===== src/rtl/cpu_pkg.sv =====
// Shared RV32 pipeline definitions: ALU op and funct codes for the
// M extension plus the multiply/divide FSM state type.
package cpu_pkg;

  localparam logic [1:0] ALUOP_RTYPE = 2'b10;
  localparam logic [6:0] FUNCT7_MEXT = 7'b0000001;

  localparam logic [2:0] F3_MUL    = 3'b000;
  localparam logic [2:0] F3_MULH   = 3'b001;
  localparam logic [2:0] F3_MULHSU = 3'b010;
  localparam logic [2:0] F3_MULHU  = 3'b011;
  localparam logic [2:0] F3_DIV    = 3'b100;
  localparam logic [2:0] F3_DIVU   = 3'b101;
  localparam logic [2:0] F3_REM    = 3'b110;
  localparam logic [2:0] F3_REMU   = 3'b111;

  typedef enum logic [1:0] {
    IDLE = 2'd0,
    CALC = 2'd1,
    DONE = 2'd2
  } muldiv_state_t;

endpackage


===== src/rtl/muldiv_core.sv =====
// Radix-2 multiply/divide datapath: shift-add multiply, restoring divide.
// Ports: start_i loads operands, step_i runs one step, result_o = final value.
module muldiv_core
  import cpu_pkg::*;
#(
  parameter int XLEN = 32
) (
  input  logic            clk_i,
  input  logic            rst_i,
  input  logic            start_i,
  input  logic            step_i,
  input  logic [2:0]      op_i,
  input  logic [XLEN-1:0] a_i,
  input  logic [XLEN-1:0] b_i,
  output logic [XLEN-1:0] result_o
);

  logic [2:0]      op_q;
  logic [XLEN-1:0] acc_hi_q;
  logic [XLEN-1:0] acc_lo_q;
  logic [XLEN-1:0] dvs_q;
  logic            neg_q;
  logic            sgn_a_q;
  logic            div0_q;

  logic            sgn_a;
  logic            sgn_b;
  logic [XLEN-1:0] abs_a;
  logic [XLEN-1:0] abs_b;

  always_comb begin
    sgn_a = a_i[XLEN-1] &&
      (op_i inside {F3_MULH, F3_MULHSU, F3_DIV, F3_REM});
    sgn_b = b_i[XLEN-1] &&
      (op_i inside {F3_MULH, F3_DIV, F3_REM});
    // -0x80000000 wraps to itself, which is the right unsigned magnitude
    abs_a = sgn_a ? -a_i : a_i;
    abs_b = sgn_b ? -b_i : b_i;
  end

  logic [XLEN:0]   sum;
  logic [XLEN:0]   trial;
  logic [XLEN-1:0] nxt_hi;
  logic [XLEN-1:0] nxt_lo;

  always_comb begin
    sum    = '0;
    trial  = '0;
    nxt_hi = acc_hi_q;
    nxt_lo = acc_lo_q;
    if (op_q[2]) begin
      // {rem, quo} shift left; 33-bit trial since divisor may exceed 2^31
      trial = {acc_hi_q, acc_lo_q[XLEN-1]};
      if (trial >= {1'b0, dvs_q}) begin
        nxt_hi = trial[XLEN-1:0] - dvs_q;
        nxt_lo = {acc_lo_q[XLEN-2:0], 1'b1};
      end else begin
        nxt_hi = trial[XLEN-1:0];
        nxt_lo = {acc_lo_q[XLEN-2:0], 1'b0};
      end
    end else begin
      sum    = {1'b0, acc_hi_q} +
               (acc_lo_q[0] ? {1'b0, dvs_q} : '0);
      nxt_hi = sum[XLEN:1];
      nxt_lo = {sum[0], acc_lo_q[XLEN-1:1]};
    end
  end

  logic [2*XLEN-1:0] prod;
  logic [XLEN-1:0]   quo;
  logic [XLEN-1:0]   rem;

  // Evaluated on the post-step values so the top can register it
  // on the same edge as the final step.
  always_comb begin
    prod = {nxt_hi, nxt_lo};
    if (neg_q) prod = -prod;
    quo = div0_q ? '1 : (neg_q ? -nxt_lo : nxt_lo);
    rem = sgn_a_q ? -nxt_hi : nxt_hi;
    unique case (op_q)
      F3_MUL:                       result_o = prod[XLEN-1:0];
      F3_MULH, F3_MULHSU, F3_MULHU: result_o = prod[2*XLEN-1:XLEN];
      F3_DIV, F3_DIVU:              result_o = quo;
      default:                      result_o = rem;
    endcase
  end

  always_ff @(posedge clk_i or negedge rst_i) begin
    if (!rst_i) begin
      op_q     <= '0;
      acc_hi_q <= '0;
      acc_lo_q <= '0;
      dvs_q    <= '0;
      neg_q    <= 1'b0;
      sgn_a_q  <= 1'b0;
      div0_q   <= 1'b0;
    end else if (start_i) begin
      op_q     <= op_i;
      acc_hi_q <= '0;
      acc_lo_q <= op_i[2] ? abs_a : abs_b;
      dvs_q    <= op_i[2] ? abs_b : abs_a;
      neg_q    <= sgn_a ^ sgn_b;
      sgn_a_q  <= sgn_a;
      div0_q   <= (b_i == '0);
    end else if (step_i) begin
      acc_hi_q <= nxt_hi;
      acc_lo_q <= nxt_lo;
    end
  end

endmodule


===== src/rtl/ex_muldiv.sv =====
// EX-stage RV32M unit: decodes ID/EX, stalls the front end for 33 cycles,
// then pulses result_valid_o with result_o/RDaddr_o/RegWrite_o registered.
module ex_muldiv
  import cpu_pkg::*;
#(
  parameter int XLEN  = 32,
  parameter int CNT_W = 6
) (
  input  logic            clk_i,
  input  logic            rst_i,
  input  logic [1:0]      ALUOp_i,
  input  logic            RegWrite_i,
  input  logic [9:0]      funct_i,
  input  logic [XLEN-1:0] data1_i,
  input  logic [XLEN-1:0] data2_i,
  input  logic [4:0]      RDaddr_i,
  output logic            stall_o,
  output logic            result_valid_o,
  output logic [XLEN-1:0] result_o,
  output logic [4:0]      RDaddr_o,
  output logic            RegWrite_o
);

  muldiv_state_t    state_q, state_d;
  logic [CNT_W-1:0] cnt_q;
  logic [4:0]       rd_q;
  logic             we_q;
  logic             is_m;
  logic             start;
  logic             calc;
  logic             last;
  logic [XLEN-1:0]  core_res;

  assign is_m = (ALUOp_i == ALUOP_RTYPE) &&
                (funct_i[9:3] == FUNCT7_MEXT);

  always_comb begin
    state_d        = state_q;
    start          = 1'b0;
    calc           = 1'b0;
    last           = 1'b0;
    stall_o        = 1'b0;
    result_valid_o = 1'b0;
    unique case (state_q)
      IDLE: begin
        // rst_i gate keeps stall low while reset holds a live M op
        if (is_m && rst_i) begin
          start   = 1'b1;
          stall_o = 1'b1;
          state_d = CALC;
        end
      end
      CALC: begin
        calc    = 1'b1;
        stall_o = 1'b1;
        if (cnt_q == CNT_W'(XLEN-1)) begin
          last    = 1'b1;
          state_d = DONE;
        end
      end
      DONE: begin
        result_valid_o = 1'b1;
        state_d        = IDLE;
      end
      default: state_d = IDLE;
    endcase
  end

  muldiv_core #(.XLEN(XLEN)) u_core (
    .clk_i    (clk_i),
    .rst_i    (rst_i),
    .start_i  (start),
    .step_i   (calc),
    .op_i     (funct_i[2:0]),
    .a_i      (data1_i),
    .b_i      (data2_i),
    .result_o (core_res)
  );

  always_ff @(posedge clk_i or negedge rst_i) begin
    if (!rst_i) begin
      state_q    <= IDLE;
      cnt_q      <= '0;
      rd_q       <= '0;
      we_q       <= 1'b0;
      result_o   <= '0;
      RDaddr_o   <= '0;
      RegWrite_o <= 1'b0;
    end else begin
      state_q <= state_d;
      cnt_q   <= (calc && !last) ? cnt_q + 1'b1 : '0;
      if (start) begin
        rd_q <= RDaddr_i;
        we_q <= RegWrite_i;
      end
      if (last) begin
        result_o   <= core_res;
        RDaddr_o   <= rd_q;
        RegWrite_o <= we_q;
      end
    end
  end

endmodule


===== config.mk =====
export PLATFORM = sky130hd
export DESIGN_NAME = ex_muldiv
export DESIGN_NICKNAME = d
export VERILOG_FILES = /design/src/rtl/cpu_pkg.sv /design/src/rtl/muldiv_core.sv /design/src/rtl/ex_muldiv.sv
export SDC_FILE = /design/constraint.sdc
export NUM_CORES = 1
export LEC_CHECK = 0
export BUFFER_PORTS_ARGS = -buffer_cell sky130_fd_sc_hd__buf_2
export CAP_MARGIN = 20
export CORE_MARGIN = 2
export CORE_UTILIZATION = 54
export CTS_CLUSTER_SIZE = 14
export DETAILED_ROUTE_END_ITERATION = 7
export PLACE_DENSITY = 0.74
export SLEW_MARGIN = 30
export SYNTH_ARGS = -nofsm -noshare
export SYNTH_HDL_FRONTEND = slang
export SYNTH_SLANG_ARGS = --single-unit

===== constraint.sdc =====
create_clock -name clk_i -period 7.35 [get_ports clk_i]
set_clock_uncertainty 0.05 [all_clocks]
set_input_delay 1.1025 -clock clk_i [delete_from_list [all_inputs] [get_ports clk_i]]
set_output_delay 1.1025 -clock clk_i [all_outputs]
set_load 0.01 [all_outputs]

# Word-level counts from Yosys, hierarchy flattened
# Cells that the tools add are included.
[totals]
input_bits = 84
reg_bits = 154
[classes]
n_bitwise = 1
addsub = 8
n_lt_le_gt_ge = 1
n_reduce_logical = 15
n_eq_ne = 16
mux = 29
[ops]
columns = ["op", "count"]
rows = [
  ["2-to-1 mux 32 bit", 15],
  ["negation 32 bit", 4],
  ["case mux 32 bit (3 select lines)", 1],
  ["2-to-1 mux 64 bit", 1],
  ["negation 64 bit", 1],
  ["adder 32 x 33 -> 33 bit", 1],
  ["greater-or-equal comparator 33 x 32 -> 1 bit", 1],
  ["logical NOT 32 bit", 1],
  ["subtractor 32 bit", 1],
  ["equality test 3 bit (second input constant)", 4],
  ["equality test 3 x 2 -> 1 bit (second input constant)", 3],
  ["equality test 7 x 1 -> 1 bit (second input constant)", 1],
  ["2-to-1 mux 1 bit", 7],
  ["adder 6 x 1 -> 6 bit (second input constant)", 1],
  ["equality test 3 x 1 -> 1 bit (second input constant)", 2],
  ["equality test 6 x 5 -> 1 bit (second input constant)", 1],
  ["2-to-1 mux 6 bit", 1],
  ["logical AND 1 bit", 5],
  ["equality test 2 bit (second input constant)", 2],
  ["2-to-1 mux 2 bit", 2],
  ["!= test 2 bit (second input constant)", 2],
  ["case mux 2 bit (2 select lines)", 1],
  ["nonzero test 4 bit", 1],
  ["logical NOT 3 bit", 1],
  ["10 further kinds", 10],
]

# Depth between registers and ports, before layout
[logic_depth]
word_depth = 7
ltp_mapped = 22

# Cells and area by module
# Synthesis repeated with hierarchy kept, for this count alone.
[unflattened]
hier_cells = 2096
area_unflattened_um2 = 15975.3
[modules_own_cells]
columns = ["mod", "area_each_um2", "n_inst", "cells_per_inst", "seq_area_each_um2"]
rows = [
  ["muldiv_core", 13947.1, 1, 1966, 2552.4],
  ["ex_muldiv", 2028.2, 1, 130, 1301.2],
]

# Least setup slack after synthesis
# No wires, ideal clock.
[synth_path]
path_kind = "register to register"
from = "register u_core.acc_hi_q[25]"
to = "register result_o[30]"
arrival_ps = 4373
synth_period_minus_slack_ps = 4571
path_slack_ps = 2779
required_ps = 7152
path_stages_with_launch = 20
n_path_buf = 3
cell_sequence = "dfrtp_1 ha_1 buf_6 a21oi_4 o21ai_2 a2111oi_4 and3_1 buf_6 nand2_4 buf_6 a311oi_4 ha_1 o2111ai_1 nor4_2 nor4b_2 nand3_1 o41ai_1 xor2_1 a221oi_1 o221ai_1"
[synth_via]
elab_chain_len = 7
elab_cells_between_ends = 15
[synth_lines]
columns = ["element", "line_no", "text"]
rows = [
  ["start: declaration", "muldiv_core.sv:19", "logic [XLEN-1:0] acc_hi_q;"],
  ["start signal: assignment", "muldiv_core.sv:106", "acc_hi_q <= nxt_hi;"],
  ["parallel branches: the longest is 6 deep, another holds negation 64 bit", "-", ""],
  ["case mux 32 bit (3 select lines) (*)", "muldiv_core.sv:80", "unique case (op_q)"],
  ["end signal: assignment", "ex_muldiv.sv:97", "result_o <= core_res;"],
  ["end: declaration", "ex_muldiv.sv:19", "output logic [XLEN-1:0] result_o,"],
]
# Mark *: on every way between the ends.
# A chain may end at the register's enable or synchronous reset.

# Final worst setup path
[layout_path]
from = "register u_core.acc_hi_q[27]"
to = "register result_o[2]"
[layout_via]
elab_chain_len = 7
elab_cells_between_ends = 13
[layout_lines]
columns = ["element", "line_no", "text"]
rows = [
  ["greater-or-equal comparator 33 x 32 -> 1 bit (*)", "muldiv_core.sv:54", "if (trial >= {1'b0, dvs_q}) begin"],
  ["2-to-1 mux 1 bit", "muldiv_core.sv:54", ""],
  ["2-to-1 mux 32 bit", "muldiv_core.sv:51", "if (op_q[2]) begin"],
  ["negation 32 bit", "muldiv_core.sv:78", "quo = div0_q ? '1 : (neg_q ? -nxt_lo : nxt_lo);"],
  ["2-to-1 mux 32 bit (2 in a row)", "muldiv_core.sv:78", ""],
  ["case mux 32 bit (3 select lines) (*)", "muldiv_core.sv:80", ""],
]
# Every way passes the cells marked *; elsewhere a longest branch is shown, timed or not.

==> flow_metrics.tcl <==
set metrics [dict create \
    status "finished clean" \
    crit_slowest_cell "or2_0" \
    gp_congestion 0.972 \
    grt_max_degree 104 \
    fmax_ghz 0.167 \
    async_flop_share_pct 100 \
    drt-total-wl_mm 61.2 \
    cts_tree "yes" \
    rr_startpoint "u_core.acc_hi_q[27]$_DFFE_PN0N_" \
    min_period_ps 6000 \
    final_common_cell "nand2_1" \
    clock_path_buffers 2 \
    cpLargestDelayFamily "simple AND/OR/NAND/NOR gates" \
    grt_antenna_before_repair 2 \
    start_util_pct 54.5 \
    r2r_slack_ps 1350 \
    ys_seq_area_share_pct 24.0 \
    drc_errors 0 \
    dieWidth_um 176 \
    ys.flop_type "dfrtp_1" \
    tns_ps 0 \
    final_cell_mix "nand2_1 (309), o21ai_0 (222), a21oi_1 (184), nor2_1 (170), dfrtp_1 (152)" \
    path_buf_inv 0 \
    dieArea_um2 31100 \
    nNetsFinal 2367 \
    avgRoutedWirePerCell_um 23.4 \
    postCtsSetupRepairBufs 0 \
    synthMuxAreaShare_pct 2.59 \
    p_per_area_nw_per_um2 378 \
    startpoint "u_core.acc_hi_q[27]$_DFFE_PN0N_" \
    synth_edf_count 0 \
    clk_pin_slew_ps 80 \
    coreArea_um2 29400 \
    synth-simple-area-share_pct 24.1 \
    worstMarginPinSlew_ps 1130 \
    path_cells "ha_1 -> nand4_1 -> nor4_4 -> a22oi_1 -> nand3_1 -> nor2_1 -> nor2_1 -> a21oi_1 -> ha_1 -> o21ai_1 -> or3_1 -> or2_1 -> or2_0 -> o21ai_0 -> xor2_1 -> o221ai_1 -> o21ai_0 -> o21ai_0" \
    ant_nets 0 \
    synth-xor-area-share_pct 8.85 \
    cts-htree-levels 4 \
    place_hpwl_mm 47.0 \
    critPathMaxFanout 16 \
    num_antenna_cells 0 \
    dpl_cell_area_um2 16800 \
    ys_types 96 \
    holdBufCountCts 0 \
    crit_type "reg -> reg" \
    end_kind "flop" \
    grt-ovfl-total 0 \
    required_ps 7660 \
    clock_latency_ps 440 \
    die_y_um 176 \
    cts-root-buf "clkbuf_16" \
    finalHoldViolations 0 \
    fillers 2808 \
    gr-usage-all-layers_pct 39.5 \
    total_power_mw 6.59 \
    synth-compound-area-share_pct 29.6 \
    synth.net_count 2326 \
    vias 17300 \
    cts-buffers-inserted 17 \
    synth_top_family_by_area "compound AO/OA/AOI/OAI gates" \
    io_pins 124 \
    clock-sinks 154 \
    fin_area_um2 17500 \
    ys_seq_elements 154 \
    vias_per_cell 6.61 \
    syn_inst 2171 \
    p_leak_nw 7.04 \
    syn_avg_cell_area_um2 7.38 \
    rsz0062_at_grt "no" \
    cpMostUsedCell "o21ai_0" \
    syn_area_um2 16000 \
    synthAdderAreaFrac_pct 5.63 \
    relSlewSlack_pct 24.1 \
    first_iter_violations 1892 \
    hold_start "cnt_q[0]$_DFF_PN0_" \
    grt_pass1_vias 16100 \
    setup_ws_ps 1350 \
    numPortBuffers 123 \
    finalMaxSlewViolations 0 \
    worstPathArrival_ps 6310 \
    std_cell_rows 63 \
    setup_viol 0 \
    first_pass_iters 6 \
    area_delta_synth_final_pct 8.85 \
    cp_slowest_stage_delay_ps 780 \
    ir_drop_mv 0.197 \
    cts_resized 0 \
    fin_crit_sh_pct 81.6 \
    crit_path_start_kind "flop" \
    drive_gt1_share_pct 10.7 \
    hold_path.class "reg -> reg" \
    post-place-ws_ps 1600 \
    yosysWarnings 0 \
    cap_violations 0 \
    grt_first_pass_wirelength_mm 94.2 \
]
[final timing paths]
path                       cells after the start                         endpoint
max in group asynchronous                      2       u_core.op_q[2]$_DFFE_PN0P_
setup reg to reg                              18          result_o[2]$_DFFE_PN0P_
hold / removal                                 1               cnt_q[0]$_DFF_PN0_
setup / recovery                              18          result_o[2]$_DFFE_PN0P_
min in group asynchronous                      1  u_core.acc_hi_q[20]$_DFFE_PN0N_
hold reg to reg                                1               cnt_q[0]$_DFF_PN0_
[cell usage after synthesis, types with 15 or more instances]
master / count / area [µm²]
nand2_1: 309 / 1160
nor4_1: 18 / 113
nor3_1: 57 / 285
a21o_1: 28 / 210
mux2i_1: 37 / 370
o21a_1: 15 / 113
nand4_1: 25 / 156
a22o_1: 19 / 166
ha_1: 69 / 863
a211oi_1: 16 / 120
dfrtp_1: 154 / 3850
or3_1: 16 / 100
o31ai_1: 26 / 195
nand3_1: 49 / 245
xnor2_1: 95 / 832
o221ai_1: 19 / 166
nor2b_1: 20 / 125
o21ai_0: 222 / 1110
o211ai_1: 52 / 390
inv_1: 76 / 285
nand2b_1: 18 / 113
and2_1: 41 / 257
nor2_1: 171 / 642
xor2_1: 67 / 587
a21oi_1: 185 / 926
clkbuf_1: 99 / 372
[kinds of logic (layout without fill, tap and decap cells)]
logic type                 count (synthesis)  in the layout
AOI/OAI and AO/OA                        729            729
xor gates and xnor gates                 162            162
adders and majority gates                 71             71
buffers and inverters                    207            261
DFF                                      154            154
muxes                                     41             41
and+or+nand+nor                          807            807
[power by group]
part           internal [mW]  leakage [nW]  switching, mW
clock                  0.461         0.291          0.466
combinational           1.55          5.01           2.86
sequential              1.03          1.75          0.230
total                   3.04          7.04           3.55
[sequential cells by signal (all words and copies together), names as in the netlist]
signal,count
cnt_q,6
RDaddr_o,5
state_q,2
u_core.div0_q,1
u_core.op_q,3
u_core.sgn_a_q,1
RegWrite_o,1
u_core.acc_hi_q,32
rd_q,5
result_o,32
u_core.acc_lo_q,32
u_core.dvs_q,32
we_q,1
u_core.neg_q,1
[layer usage]
metal | vias up | track usage (%) | routed length (µm)
met5 | - | 0 | 9
met4 | 2 | 18.3 | 3140
met3 | 163 | 5.28 | 5240
met2 | 893 | 62.6 | 27400
met1 | 8252 | 53.6 | 25400
li1 | 7988 | - | -
[per-stage QoR]
step                utilization [%]  cells  hold slack (ps)
finish                         59.4   2615              417
global route                   59.4   2615              441
CTS                            59.3   2615              420
detailed placement             57.3   2583              399
global placement               57.3   2583              397
floorplan                         -   2171              383
[layout make-up]
cell class / instances / area (µm²) / share of cell area, %
tap: 390 / 488 / 2.80
multi-input combinational: 1810 / 11400 / 65.2
inverter: 77 / 289 / 1.66
timing repair buffer: 152 / 843 / 4.83
clock inverter: 15 / 175 / 1.00
sequential: 154 / 3860 / 22.1
clock buffer: 17 / 425 / 2.44
Note: power is estimated with default switching activity, not from simulation.
